**config.mk**
```make
export PLATFORM = sky130hd
export DESIGN_NAME = care_actions
export DESIGN_NICKNAME = d
export VERILOG_FILES = /design/src/rtl/care_actions.sv
export SDC_FILE = /design/constraint.sdc
export NUM_CORES = 1
export LEC_CHECK = 0
export CORE_AREA = 2 2 71 73
export CTS_CLUSTER_DIAMETER = 30
export DETAILED_ROUTE_END_ITERATION = 16
export DIE_AREA = 0 0 73 75
export MAX_ROUTING_LAYER = met4
export PLACE_DENSITY = 0.78
export SYNTH_ARGS = -nofsm -noshare
export SYNTH_HDL_FRONTEND = slang
export SYNTH_SLANG_ARGS = --single-unit
```
**constraint.sdc**
```tcl
create_clock -name clk -period 2.7 [get_ports clk]
set_clock_uncertainty 0.1 [all_clocks]
set_input_delay 0.405 -clock clk [delete_from_list [all_inputs] [get_ports clk]]
set_output_delay 0.405 -clock clk [all_outputs]
set_load 0.005 [all_outputs]
```
**src/rtl/care_actions.sv**
```systemverilog
// Care-action request generator: turns button rising edges into saturating
// stat-decrement requests over a valid/ready handshake, followed by a cooldown.
module care_actions #(
    parameter int COOLDOWN   = 1000,
    parameter int DEC_AMOUNT = 3
) (
    input  logic       clk,
    input  logic       reset,
    input  logic [7:0] inputs,
    input  logic [3:0] hunger,
    input  logic [3:0] happiness,
    input  logic [3:0] health,
    input  logic [3:0] hygiene,
    input  logic [3:0] energy,
    input  logic [3:0] social,
    input  logic       dec_ready,
    output logic       dec_valid,
    output logic [2:0] dec_sel,
    output logic [3:0] dec_amount,
    output logic       busy,
    output logic       reject,
    output logic       action_done
);

    typedef enum logic [1:0] {
        ST_IDLE = 2'd0,
        ST_REQ  = 2'd1,
        ST_COOL = 2'd2
    } state_t;

    localparam logic [26:0] CD_LAST = 27'(COOLDOWN - 1);
    localparam logic [3:0]  DEC_AMT = 4'(DEC_AMOUNT);

    state_t      state_r, next_state_s;
    logic [7:0]  prev_r;
    logic [26:0] cnt_r, next_cnt_s;
    logic [5:0]  rise_s;
    logic [2:0]  win_idx_s;
    logic [3:0]  win_stat_s;
    logic [3:0]  win_amt_s;
    logic        next_valid_s;
    logic [2:0]  next_sel_s;
    logic [3:0]  next_amt_s;
    logic        next_reject_s;
    logic        next_done_s;
    logic        unused_bits_s;

    // Bits 6-7 are tracked for edge history but never act.
    assign unused_bits_s = ^prev_r[7:6];
    assign rise_s        = inputs[5:0] & ~prev_r[5:0];

    // Lowest-index rising button wins; stat lookup and saturating amount.
    always_comb begin
        win_idx_s  = 3'd0;
        win_stat_s = 4'd0;
        casez (rise_s)
            6'b?????1: win_idx_s = 3'd0;
            6'b????10: win_idx_s = 3'd1;
            6'b???100: win_idx_s = 3'd2;
            6'b??1000: win_idx_s = 3'd3;
            6'b?10000: win_idx_s = 3'd4;
            6'b100000: win_idx_s = 3'd5;
            default:   win_idx_s = 3'd0;
        endcase
        case (win_idx_s)
            3'd0:    win_stat_s = hunger;
            3'd1:    win_stat_s = happiness;
            3'd2:    win_stat_s = health;
            3'd3:    win_stat_s = hygiene;
            3'd4:    win_stat_s = energy;
            3'd5:    win_stat_s = social;
            default: win_stat_s = 4'd0;
        endcase
        win_amt_s = (win_stat_s < DEC_AMT) ? win_stat_s : DEC_AMT;
    end

    // Next-state and next-output logic.
    always_comb begin
        next_state_s  = state_r;
        next_cnt_s    = cnt_r;
        next_valid_s  = dec_valid;
        next_sel_s    = dec_sel;
        next_amt_s    = dec_amount;
        next_reject_s = 1'b0;
        next_done_s   = 1'b0;
        case (state_r)
            ST_IDLE: begin
                if (rise_s != 6'd0) begin
                    if (win_stat_s == 4'd0) begin
                        next_reject_s = 1'b1;
                    end else begin
                        next_sel_s   = win_idx_s;
                        next_amt_s   = win_amt_s;
                        next_valid_s = 1'b1;
                        next_state_s = ST_REQ;
                    end
                end else begin
                    next_state_s = ST_IDLE;
                end
            end
            ST_REQ: begin
                if (dec_valid && dec_ready) begin
                    next_valid_s = 1'b0;
                    next_done_s  = 1'b1;
                    next_cnt_s   = 27'd0;
                    next_state_s = ST_COOL;
                end else begin
                    next_state_s = ST_REQ;
                end
            end
            ST_COOL: begin
                if (cnt_r == CD_LAST) begin
                    next_state_s = ST_IDLE;
                end else begin
                    next_cnt_s = cnt_r + 27'd1;
                end
            end
            default: begin
                next_state_s = ST_IDLE;
                next_valid_s = 1'b0;
            end
        endcase
    end

    // State, edge history, counter and registered outputs.
    always_ff @(posedge clk or posedge reset) begin
        if (reset) begin
            state_r     <= ST_IDLE;
            prev_r      <= 8'hFF;
            cnt_r       <= 27'd0;
            dec_valid   <= 1'b0;
            dec_sel     <= 3'd0;
            dec_amount  <= 4'd0;
            reject      <= 1'b0;
            action_done <= 1'b0;
            busy        <= 1'b0;
        end else begin
            state_r     <= next_state_s;
            prev_r      <= inputs;
            cnt_r       <= next_cnt_s;
            dec_valid   <= next_valid_s;
            dec_sel     <= next_sel_s;
            dec_amount  <= next_amt_s;
            reject      <= next_reject_s;
            action_done <= next_done_s;
            busy        <= (next_state_s != ST_IDLE);
        end
    end

endmodule

```
==> results.txt <==
----------------------------------------------------
[Layout]
  Commonest cells after routing, fill and taps aside ... sky130_fd_sc_hd__clkdlybuf4s50_1, sky130_fd_sc_hd__dfrtp_1, sky130_fd_sc_hd__nor2_1
  Count of fill cells added during filler insertion ... 375
  Relative area change from synthesis to final layout ... 27.9%
  Final cell count without fillers ... ~360
  Count of nets after finishing ... about 340
  Most frequent standard cell in the layout excluding fill and tap cells ... sky130_fd_sc_hd__clkdlybuf4s50_1
  ANT cells ... 0
  Fraction of layout cells with a size suffix above 1 ... about an eighth

[Worst setup path]
  Top delay family on crit path ... simple AND/OR/NAND/NOR gates
  Max incr delay on CP ... ~0.49 ns
  Critical Path Source ... inputs[3]
  Critical path's slowest cell ... sky130_fd_sc_hd__clkdlybuf4s50_1
  Endpoint type of the worst setup path ... flop
  Signal arrival time at the worst endpoint ... ~2.5 ns
  Required time at the worst-slack endpoint ... about 2.8 ns
  Critical path startpoint category ... input pin
  Class of the most critical setup path ... input pin to flop
  WP buf/inv ... 1
  Path length in cells of the critical path ... 7
  Depth of the worst register-to-register path ... 8
  Maximum fanout along the worst path ... 6
  Worst-path cell chain ... clkdlybuf4s50_1 -> nand2b_1 -> and4_1 -> and3_1 -> a211oi_1 -> a41o_2 -> mux2_2
  Start of the worst register-to-register path ... cnt_r[0]$_DFFE_PP0P_

[CTS]
  Post CTS Setup Buffer Count ... 0
  Clock network latency to the later pin of the worst-skew pair ... 0.31 ns
  Register clock-pin slew on the reported worst setup and hold paths ... 0.09 ns
  Library cell used as clock root buffer ... sky130_fd_sc_hd__clkbuf_8
  CTS Hold Bufs ... 0
  CTS sink count ... 46
  CTS H-tree depth ... 2
  Number of resized instances in the post-cts repair step ... 0
  Clock tree from TritonCTS ... done
  Number of CTS-inserted buffers ... 5
  Clock Tree Buf Depth ... 2

[Floorplan]
  Chip Height ... ~75 um
  Initial core utilization ... about half
  Top-level port count ... 46
  Area of the core ... roughly 4700 um^2
  Die ar. ... 5480 um^2
  Die width ... between 70 and 80 um
  Standard-cell row count ... 25

[Timing]
  Slew Limit Fails ... 0
  Final worst path period share ... between 80% and 90%
  Least-Margin Pin Slew ... 0.614 ns
  Maximum clock frequency ... between 400 and 500 MHz
  Setup repair after global routing missed its margin ... no
  Total count of hold-check failures in the final report ... 0
  Minimum period implied by the final worst setup slack ... ~2.4 ns
  Worst-case headroom to the max-slew limit ... 59.0%
  Setup_tns ... 0 ns
  Finish-stage setup viols ... 0

[Run status]
  Result of the run ... complete, no violations

[Power and ir drop]
  Pwr Total ... 1.87 mW
  Clock share of power ... about a quarter
  Areal power density over the cells ... 623 nW/um^2
  Switching Power ... between 0.5 and 0.6 mW
  Relative contribution of sequential cells to total power ... between 40% and 50%
  P_leak ... 1.27 nW
  Internal power ... approximately 1.3 mW
  VDD IR-drop max ... 0.327 mV
  Combinational share of power ... about 30%
  Switching part of the total power ... 31.4%

[Synthesis]
  Flops & latches, synth ... 46
  Number of distinct library cells after synthesis ... between 40 and 50
  Synthesized instance count ... 250
  Sequential-to-total area share from yosys stat ... between 40 and 50%
  Yosys warning total ... 0
  Syn_area_per_cell ... about 9.4 um^2
  Net count after synthesis ... about 290
  Syn Std Cell Area ... 2350 um^2

[Routing]
  Residual DRC count ... 0
  Initial DRC count ... 150
  Routed length per placed instance ... between 10 and 15 um
  Number of nets still failing antenna checks after routing ... 0
  Final wirelength ... between 5000 and 6000 um
  Total iterations of the first detailed-routing run ... 4
  Via count ... slightly above 2000
  Vias per std cell ... 5.56

[Global route]
  Largest net degree at the start of global routing ... 31
  Wire length of the first global-routing pass ... 8780 um
  Global-route usage over all layers ... 21.6%
  Antenna violations before repair ... 0
  Global route total overflow ... 0
  Via count of the first global-routing pass ... 1900

[Worst hold path]
  Launch instance of the worst min-delay path ... dec_amount[2]$_DFFE_PP0P_
  Worst hold path cell count ... 1
  Hold/Removal Path Class ... flop to flop

[Placed design]
  GPL Wtd Cong ... approximately 0.96
  Number of I/O port buffers ... 43
  Inst Count DP ... 355
  Half-perimeter wire length after placement ... between 3000 and 4000 um

[Flow run]
  # Max-Cap Violations ... 0

----------------------------------------------------
==> registers in the layout (all words and copies together), names as in the netlist <==
register and cells:
action_done 1, busy 1, cnt_r 27, dec_amount 4
dec_sel 3, dec_valid 1, prev_r 6, reject 1
state_r 2
==> layer usage <==
| layer | wire, um | track usage, % | up-vias |
|---|---|---|---|
| li1 | - | - | 1002 |
| met1 | 2470 | 28.2 | 963 |
| met2 | 2390 | 33.8 | 48 |
| met3 | 165 | 4.02 | 6 |
| met4 | 82 | 7.41 | 0 |
| met5 | 0 | - | - |
==> worst reg2reg max path, stage by stage, from the launching register on <==
cell and delay, ns:
sky130_fd_sc_hd__dfrtp_1 0.40, sky130_fd_sc_hd__ha_1 0.20, sky130_fd_sc_hd__nand2_1 0.09, sky130_fd_sc_hd__or3_4 0.41
sky130_fd_sc_hd__o31a_1 0.43, sky130_fd_sc_hd__nand3_1 0.28, sky130_fd_sc_hd__or3_1 0.16, sky130_fd_sc_hd__xor2_1 0.14
sky130_fd_sc_hd__nor2_1 0.06
==> cell usage after synthesis <==
library cell | count | area, um^2
sky130_fd_sc_hd__dfrtp_1 | 40 | 1000
sky130_fd_sc_hd__nor2_1 | 38 | 143
sky130_fd_sc_hd__nand2_1 | 24 | 90.1
sky130_fd_sc_hd__o21ai_0 | 16 | 80.1
sky130_fd_sc_hd__nand3_1 | 12 | 60.1
sky130_fd_sc_hd__xor2_1 | 12 | 105
sky130_fd_sc_hd__a21oi_1 | 9 | 45.0
sky130_fd_sc_hd__nor3_1 | 9 | 45.0
sky130_fd_sc_hd__xnor2_1 | 9 | 78.8
sky130_fd_sc_hd__nand2b_1 | 7 | 43.8
sky130_fd_sc_hd__nand4_1 | 7 | 43.8
sky130_fd_sc_hd__dfstp_2 | 6 | 158
sky130_fd_sc_hd__or3_1 | 6 | 37.5
sky130_fd_sc_hd__and2_1 | 5 | 31.3
sky130_fd_sc_hd__nor4_1 | 5 | 31.3
sky130_fd_sc_hd__nor2b_1 | 4 | 25.0
sky130_fd_sc_hd__a21o_1 | 3 | 22.5
sky130_fd_sc_hd__and3_1 | 3 | 18.8
sky130_fd_sc_hd__inv_1 | 3 | 11.3
sky130_fd_sc_hd__o21a_1 | 3 | 22.5
sky130_fd_sc_hd__a211oi_1 | 2 | 15.0
sky130_fd_sc_hd__a22oi_1 | 2 | 15.0
sky130_fd_sc_hd__a311oi_1 | 2 | 17.5
sky130_fd_sc_hd__clkbuf_1 | 2 | 7.51
sky130_fd_sc_hd__mux2_2 | 2 | 22.5
sky130_fd_sc_hd__o21ai_1 | 2 | 10.0
sky130_fd_sc_hd__a211o_1 | 1 | 8.76
sky130_fd_sc_hd__a211oi_2 | 1 | 12.5
sky130_fd_sc_hd__a22o_1 | 1 | 8.76
sky130_fd_sc_hd__a41o_2 | 1 | 11.3
sky130_fd_sc_hd__and2b_1 | 1 | 7.51
sky130_fd_sc_hd__and3_4 | 1 | 11.3
sky130_fd_sc_hd__and4_1 | 1 | 8.76
sky130_fd_sc_hd__and4_4 | 1 | 11.3
sky130_fd_sc_hd__buf_6 | 1 | 11.3
sky130_fd_sc_hd__ha_1 | 1 | 12.5
sky130_fd_sc_hd__mux2i_1 | 1 | 10.0
sky130_fd_sc_hd__nand3_2 | 1 | 10.0
sky130_fd_sc_hd__nand4_2 | 1 | 12.5
sky130_fd_sc_hd__o31a_1 | 1 | 8.76
sky130_fd_sc_hd__o31ai_1 | 1 | 7.51
sky130_fd_sc_hd__or2_2 | 1 | 6.26
sky130_fd_sc_hd__or3_4 | 1 | 11.3
==> cells by family (layout without fill, tap and decap cells) <==
logic type                 count (synthesis)  in the layout  share of synthesized area (%)
muxes                                      3              3                           1.38
buffers and inverters                      6             65                           1.28
DFF                                       46             46                           49.3
AOI/OAI and AO/OA                         45             45                           12.1
and+or+nand+nor                          128            128                           27.6
xor gates and xnor gates                  21             21                           7.82
adders and majority gates                  1              1                          0.532
==> worst paths after layout <==
path | end | slack, ns
worst max-delay path | dec_sel[1]$_DFFE_PP0P_ | 0.30
worst min-delay path | dec_amount[2]$_DFFE_PP0P_ | 0.38
worst max register to register | cnt_r[9]$_DFFE_PP0P_ | 0.33
worst min register to register | dec_amount[2]$_DFFE_PP0P_ | 0.38
max in group asynchronous | prev_r[5]$_DFF_PP1_ | 1.47
min in group asynchronous | cnt_r[15]$_DFFE_PP0P_ | 0.39
==> power by group through the flow <==
stage	logic [mW]	registers (mW)	clock network, mW
detailed placement	0.560	0.887	0
finish	0.560	0.874	0.438
global placement	0.548	0.882	0
floorplan	0.289	0.877	0
CTS	0.564	0.873	0.454
global route	0.626	0.891	0.475
==> area by class of cell <==
type                            instances  area (um^2)  share of cell area (%)
Multi-Input combinational cell        198         1160                    38.7
Timing Repair Buffer                   54          513                    17.1
Sequential cell                        46         1160                    38.5
Clock buffer                            5         68.8                    2.29
Tap cell                               54         67.6                    2.25
Inverter                                3         11.3                   0.375
Clock inverter                          3         25.0                   0.832
==> metrics by stage <==
step	setup slack [ns]	hold slack (ns)	util [%]	area [um^2]
after floorplan	0.497	0.309	-	2350
after global placement	0.0721	0.369	62.5	2910
after detailed placement	0.0287	0.374	62.5	2910
after CTS	0.334	0.396	64.5	3010
after global routing	0.109	0.409	64.5	3010
final	0.301	0.385	64.5	3010
No activity file was read; power rests on OpenSTA's default activity.
==> patch 1 (same flow settings) <==
Encoding of `state_t`: now one-hot (3 bits for 3 states).
--- a/src/rtl/care_actions.sv
+++ b/src/rtl/care_actions.sv
@@ -22,10 +22,10 @@
     output logic       action_done
 );
 
-    typedef enum logic [1:0] {
-        ST_IDLE = 2'd0,
-        ST_REQ  = 2'd1,
-        ST_COOL = 2'd2
+    typedef enum logic [2:0] {
+        ST_IDLE = 3'b001,
+        ST_REQ  = 3'b010,
+        ST_COOL = 3'b100
     } state_t;
 
     localparam logic [26:0] CD_LAST = 27'(COOLDOWN - 1);
Behaviour: no difference found for any inputs over 10 cycles, from zero or initial values and one cycle with reset high; not proved beyond that.
==> patch 1 against the original RTL <==
- area after synthesis increased by 6.3%
- sequential cell count rose by 1
- setup slack got worse by 110 ps
- critical path depth rose by 1
- global-route usage is 0.85 points higher
- design area increased by 9.0%
- routed wire length is 7.9% higher
- total power is 4.6% higher
- sequential power is 1% higher
==> patch 1: results (changes against the original RTL) <==
.. list-table::
   :header-rows: 1

   * - Metric
     - Value
   * - Result of the run
     - finished, final reports clean
   * - CP max-delay cell
     - o41ai_4
   * - GRT Total Usage
     - 22.4% (+0.85 points)
   * - Leakage power total
     - 1.36 nW (+7.1%)
   * - Clock buffer depth
     - 2 (unchanged)
   * - Measured slew at the worst slew-check pin
     - 581 ps (-33.2 ps)
   * - Post-synthesis cell type count
     - 51 (+19%)
   * - Largest net degree at the start of global routing
     - 48 (+55%)
   * - Async set-or-reset flop fraction in the synthesized netlist
     - 100% (unchanged)
   * - Synth top cells by count
     - dfrtp_1 (40), nor2_1 (31), nand2_1 (22)
   * - Share of the yosys chip area belonging to registers
     - 47.4% (-1.9 points)
   * - Top flip-flop cell by instance count after synthesis
     - dfrtp_1
   * - Number of warnings issued by yosys
     - 0 (unchanged)
   * - Instance count along the most critical hold path
     - 1 (unchanged)
   * - Worst IR Drop VDD
     - 519 uV (+59%)
   * - Share of final-layout standard cells stronger than drive strength 1
     - 15.6% (+4.0 points)
   * - Count of input and output buffers
     - 43 (unchanged)
   * - Largest regs
     - cnt_r (27), prev_r (6), dec_amount (4)
   * - First-pass iteration count of the detailed router
     - 4 (unchanged)
   * - Post-DR wirelength/cell
     - 14.2 um (+1.2%)
   * - Peak per-stage delay on the critical path
     - 470 ps (-20 ps)
   * - Max reg flops
     - 27 (unchanged)
   * - Total instance count after detailed placement
     - 379 (+6.8%)
   * - Final-stage net count
     - 368 (+7.0%)
   * - FF-to-FF Start
     - cnt_r[0]
   * - Cell area after placement
     - 0.00316 mm2 (+8.4%)
   * - Resized Gates After CTS
     - 0 (unchanged)
   * - Nets in the synthesized netlist
     - 300 (+4.9%)
   * - Count of routing violations after the opening detailed-route iteration
     - 116 (-23%)
   * - Main area contributors after synthesis
     - dfrtp_1 (40%), dfstp_2 (7.4%), xnor2_1 (5.3%)
   * - Via count of the routed design
     - 2141 (+6.0%)
   * - Number of buffers added by the clock tree synthesis step
     - 5 (unchanged)
   * - Gpl congestion
     - 0.915 (-4.4%)
   * - Endpoint of the worst-slack reg-to-reg timing path
     - cnt_r[18]
   * - Clock latency of the later-clocked register in the worst-skew pair
     - 290 ps (-20 ps)
   * - Setup slack on the worst flop-to-flop path
     - 190 ps (-140 ps)
   * - Worst Hold Slack
     - 412 ps (+27.3 ps)
   * - Wire length of the first global-routing pass
     - 9180 um (+4.6%)
   * - Total Routed Length
     - 5510 um (+7.9%)
   * - Synthesized area per cell
     - 9.46 um2 (+0.64%)
   * - CP max FO
     - 13 (+7)
   * - Register-to-Register Path Depth
     - 8 (unchanged)
   * - Detailed-placement wirelength estimate
     - 4090 um (+5.9%)
   * - WP data arrival
     - 2580 ps (+90 ps)
## patch 1: worst register-to-register path, cell delays in order (launching register included)
cell and delay (ps):
dfrtp_1 430, ha_1 300, nor4b_1 250, nand4_1 230, o41ai_4 470, buf_4 260, nand3b_1 140, xor2_1 150
nor2_1 50
## patch 1: layer usage
layer	track usage, %	wire length, um	vias up
li1	-	-	1070
met1	26.0	2470	1018
met2	38.6	2790	49
met3	4.15	215	4
met4	8.44	43	0
met5	-	0	-
## patch 1: metrics by stage
stage	TNS, ps	worst slack, ps	utilization, %
floorplan	0	369	-
global placement	-693	-195	67.8
detailed placement	-658	-172	67.8
CTS	0	136	70.0
global route	0	36.7	70.3
finish	0	195	70.3
## patch 1: how the worst max path moves through the flow
| stage | end | slack [ps] | startpoint |
|---|---|---|---|
| detailed placement | dec_sel[0] | -170 | inputs[0] |
| finish | cnt_r[18] | 190 | cnt_r[0] |
| CTS | dec_sel[0] | 140 | inputs[0] |
| global route | cnt_r[18] | 40 | cnt_r[0] |
| global placement | dec_sel[0] | -190 | inputs[0] |
| floorplan | cnt_r[18] | 370 | cnt_r[0] |
## patch 1: report_power, final
part	total [mW]	switching, mW	internal (mW)
combinational	0.578	0.247	0.331
sequential	0.884	0.0811	0.803
clock	0.496	0.219	0.277
## patch 1: area by class of cell
cell class	count	area (um2)
clock inverter	1	30.0
fill	350	1380
inverter	6	22.5
clock buffer	7	76.3
timing repair buffer	69	626
multi-input combinational	203	1270
tap	54	67.6
sequential	47	1180
## patch 1: logic make-up (layout without fill, tap and decap cells)
family / Yosys count / count (layout) / share of synthesized area, %
adders and majority gates: 1 / 1 / 0.501
DFF: 47 / 47 / 47.4
xor gates and xnor gates: 18 / 18 / 6.31
muxes: 3 / 3 / 1.35
buffers and inverters: 14 / 83 / 2.45
AOI/OAI and AO/OA: 48 / 48 / 13.3
and+or+nand+nor: 133 / 133 / 28.7
==> patch 2 (same settings) <==
Made on the original files. Set the parameter `COOLDOWN` to 500 (it was 1000).
--- a/src/rtl/care_actions.sv
+++ b/src/rtl/care_actions.sv
@@ -1,7 +1,7 @@
 // Care-action request generator: turns button rising edges into saturating
 // stat-decrement requests over a valid/ready handshake, followed by a cooldown.
 module care_actions #(
-    parameter int COOLDOWN   = 1000,
+    parameter int COOLDOWN   = 500,
     parameter int DEC_AMOUNT = 3
 ) (
     input  logic       clk,
Check against the original RTL: no difference found for any inputs over 10 cycles, from zero or initial values and one cycle with reset high; that may be too few to reach the edited logic, so the function may still have changed.
==> patch 2 against the original RTL <==
- area after synthesis rose by 0.32%
- core utilization fell by 0.30 points
- total power fell by 0.47%
- sequential cell count did not move
- fmax rose by 1.3%
- sequential power rose by 1%
- design area fell by 0.46%
- count of clock-buffer cells in the layout did not move
- setup slack improved by 30 ps
- routed wire length fell by 1.8%
- critical path type unchanged
- critical endpoint is now dec_sel[2]
- largest cell class is now flip-flops and latches
==> patch 2: results (changes against the original RTL) <==
.. list-table::
   :header-rows: 1

   * - Metric
     - Value
   * - Worst IR Drop VDD
     - 307 uV (-6.2%)
   * - GRT Total Usage
     - 20.5% (-1.0 points)
   * - Critical Path Start
     - inputs[5]
   * - Worst slew margin relative to its limit
     - 61.0% (+2.0 points)
   * - CP max FO
     - 5 (-1)
   * - Main area contributors after synthesis
     - dfrtp_1 (42%), dfstp_2 (6.7%), nor2_1 (5.6%)
   * - Worst Hold Slack
     - 388 ps (+3.58 ps)
   * - Portion of the layout cell area used by non-clock buffers
     - 17.1% (about the same)
   * - Wire length of the first global-routing pass
     - 8420 um (-4.1%)
   * - Post-DR vias/cell
     - 5.47 (-1.6%)
   * - Switching fraction of total power
     - 31.5% (+0.091 points)
   * - Share of the final layout cell area in multi-input gates
     - 38.1% (-0.53 points)
   * - Leakage power total
     - 1.27 nW (+0.51%)
   * - Gpl congestion
     - 0.834 (-13%)
   * - Largest net degree at the start of global routing
     - 43 (+39%)
   * - Post-synthesis cell type count
     - 44 (+2.3%)
   * - Synth top cells by count
     - dfrtp_1 (40), nor2_1 (35), nand2_1 (22)
   * - Final critical delay including setup and external delays
     - 2370 ps (-30.5 ps)
   * - Final design area excluding fillers
     - 0.00299 mm2 (-0.46%)
   * - Area share of xor/xnor cells in the synthesized design
     - 8.54% (+0.72 points)
   * - Cell area after placement
     - 0.00290 mm2 (-0.43%)
   * - Multi-input combinational cell count
     - 185 (-6.6%)
   * - Setup slack on the worst flop-to-flop path
     - 530 ps (+200 ps)
   * - Setup slack at placement
     - 0.509 ps (-28.2 ps)
   * - Synthesized-area fraction occupied by ao, oa, aoi and oai cells
     - 12.0% (-0.14 points)
   * - WP data arrival
     - 2470 ps (-20 ps)
   * - Count of routing violations after the opening detailed-route iteration
     - 79 (-47%)
   * - CP Capture Point
     - dec_sel[2]
   * - Result of the run
     - finished, final reports clean
   * - Total instance count after detailed placement
     - 343 (-3.4%)
   * - Post-DR wirelength/cell
     - 14.3 um (+1.6%)
   * - Synth Instances
     - 244 (-2.4%)
   * - Non-clk invs
     - 6 (+3)
   * - Synthesized-area fraction occupied by adder cells
     - 0.531% (-0.0017 points)
   * - Type of the tightest min-delay check
     - input pin to asynchronous set/reset pin
   * - Final-stage net count
     - 332 (-3.5%)
   * - Fraction of area in clock buffers and inverters
     - 3.09% (-0.027 points)
[patch 2: cell types whose count changed in the layout (fill, tap and decap cells not counted), sizes merged, moves of 3 or more]
cell    before  now
a21oi        9    6
a211oi       3    6
nor3         9    4
or3          7    3
nor2        38   35
and3b        0    3
o21ai       18   12
[patch 2: logic make-up after synthesis]
kind of cell | after synthesis
and+or+nand+nor | 119
DFF | 46
AOI/OAI and AO/OA | 39
xor gates and xnor gates | 23
buffers and inverters | 13
muxes | 3
adders and majority gates | 1
[patch 2: power by group through the flow]
stage / Combinational, mW / Clock, mW / Sequential, mW
floorplan: 0.269 / 0 / 0.884
global placement: 0.532 / 0 / 0.891
detailed placement: 0.548 / 0 / 0.898
CTS: 0.550 / 0.449 / 0.886
global route: 0.600 / 0.476 / 0.901
finish: 0.542 / 0.437 / 0.884
[patch 2: per-layer routing]
layer | global-route usage (%) | share of wire (%)
met5 | - | 0
met4 | 6.17 | 1.2
met3 | 4.82 | 6.3
met2 | 34.3 | 49
met1 | 24.8 | 43
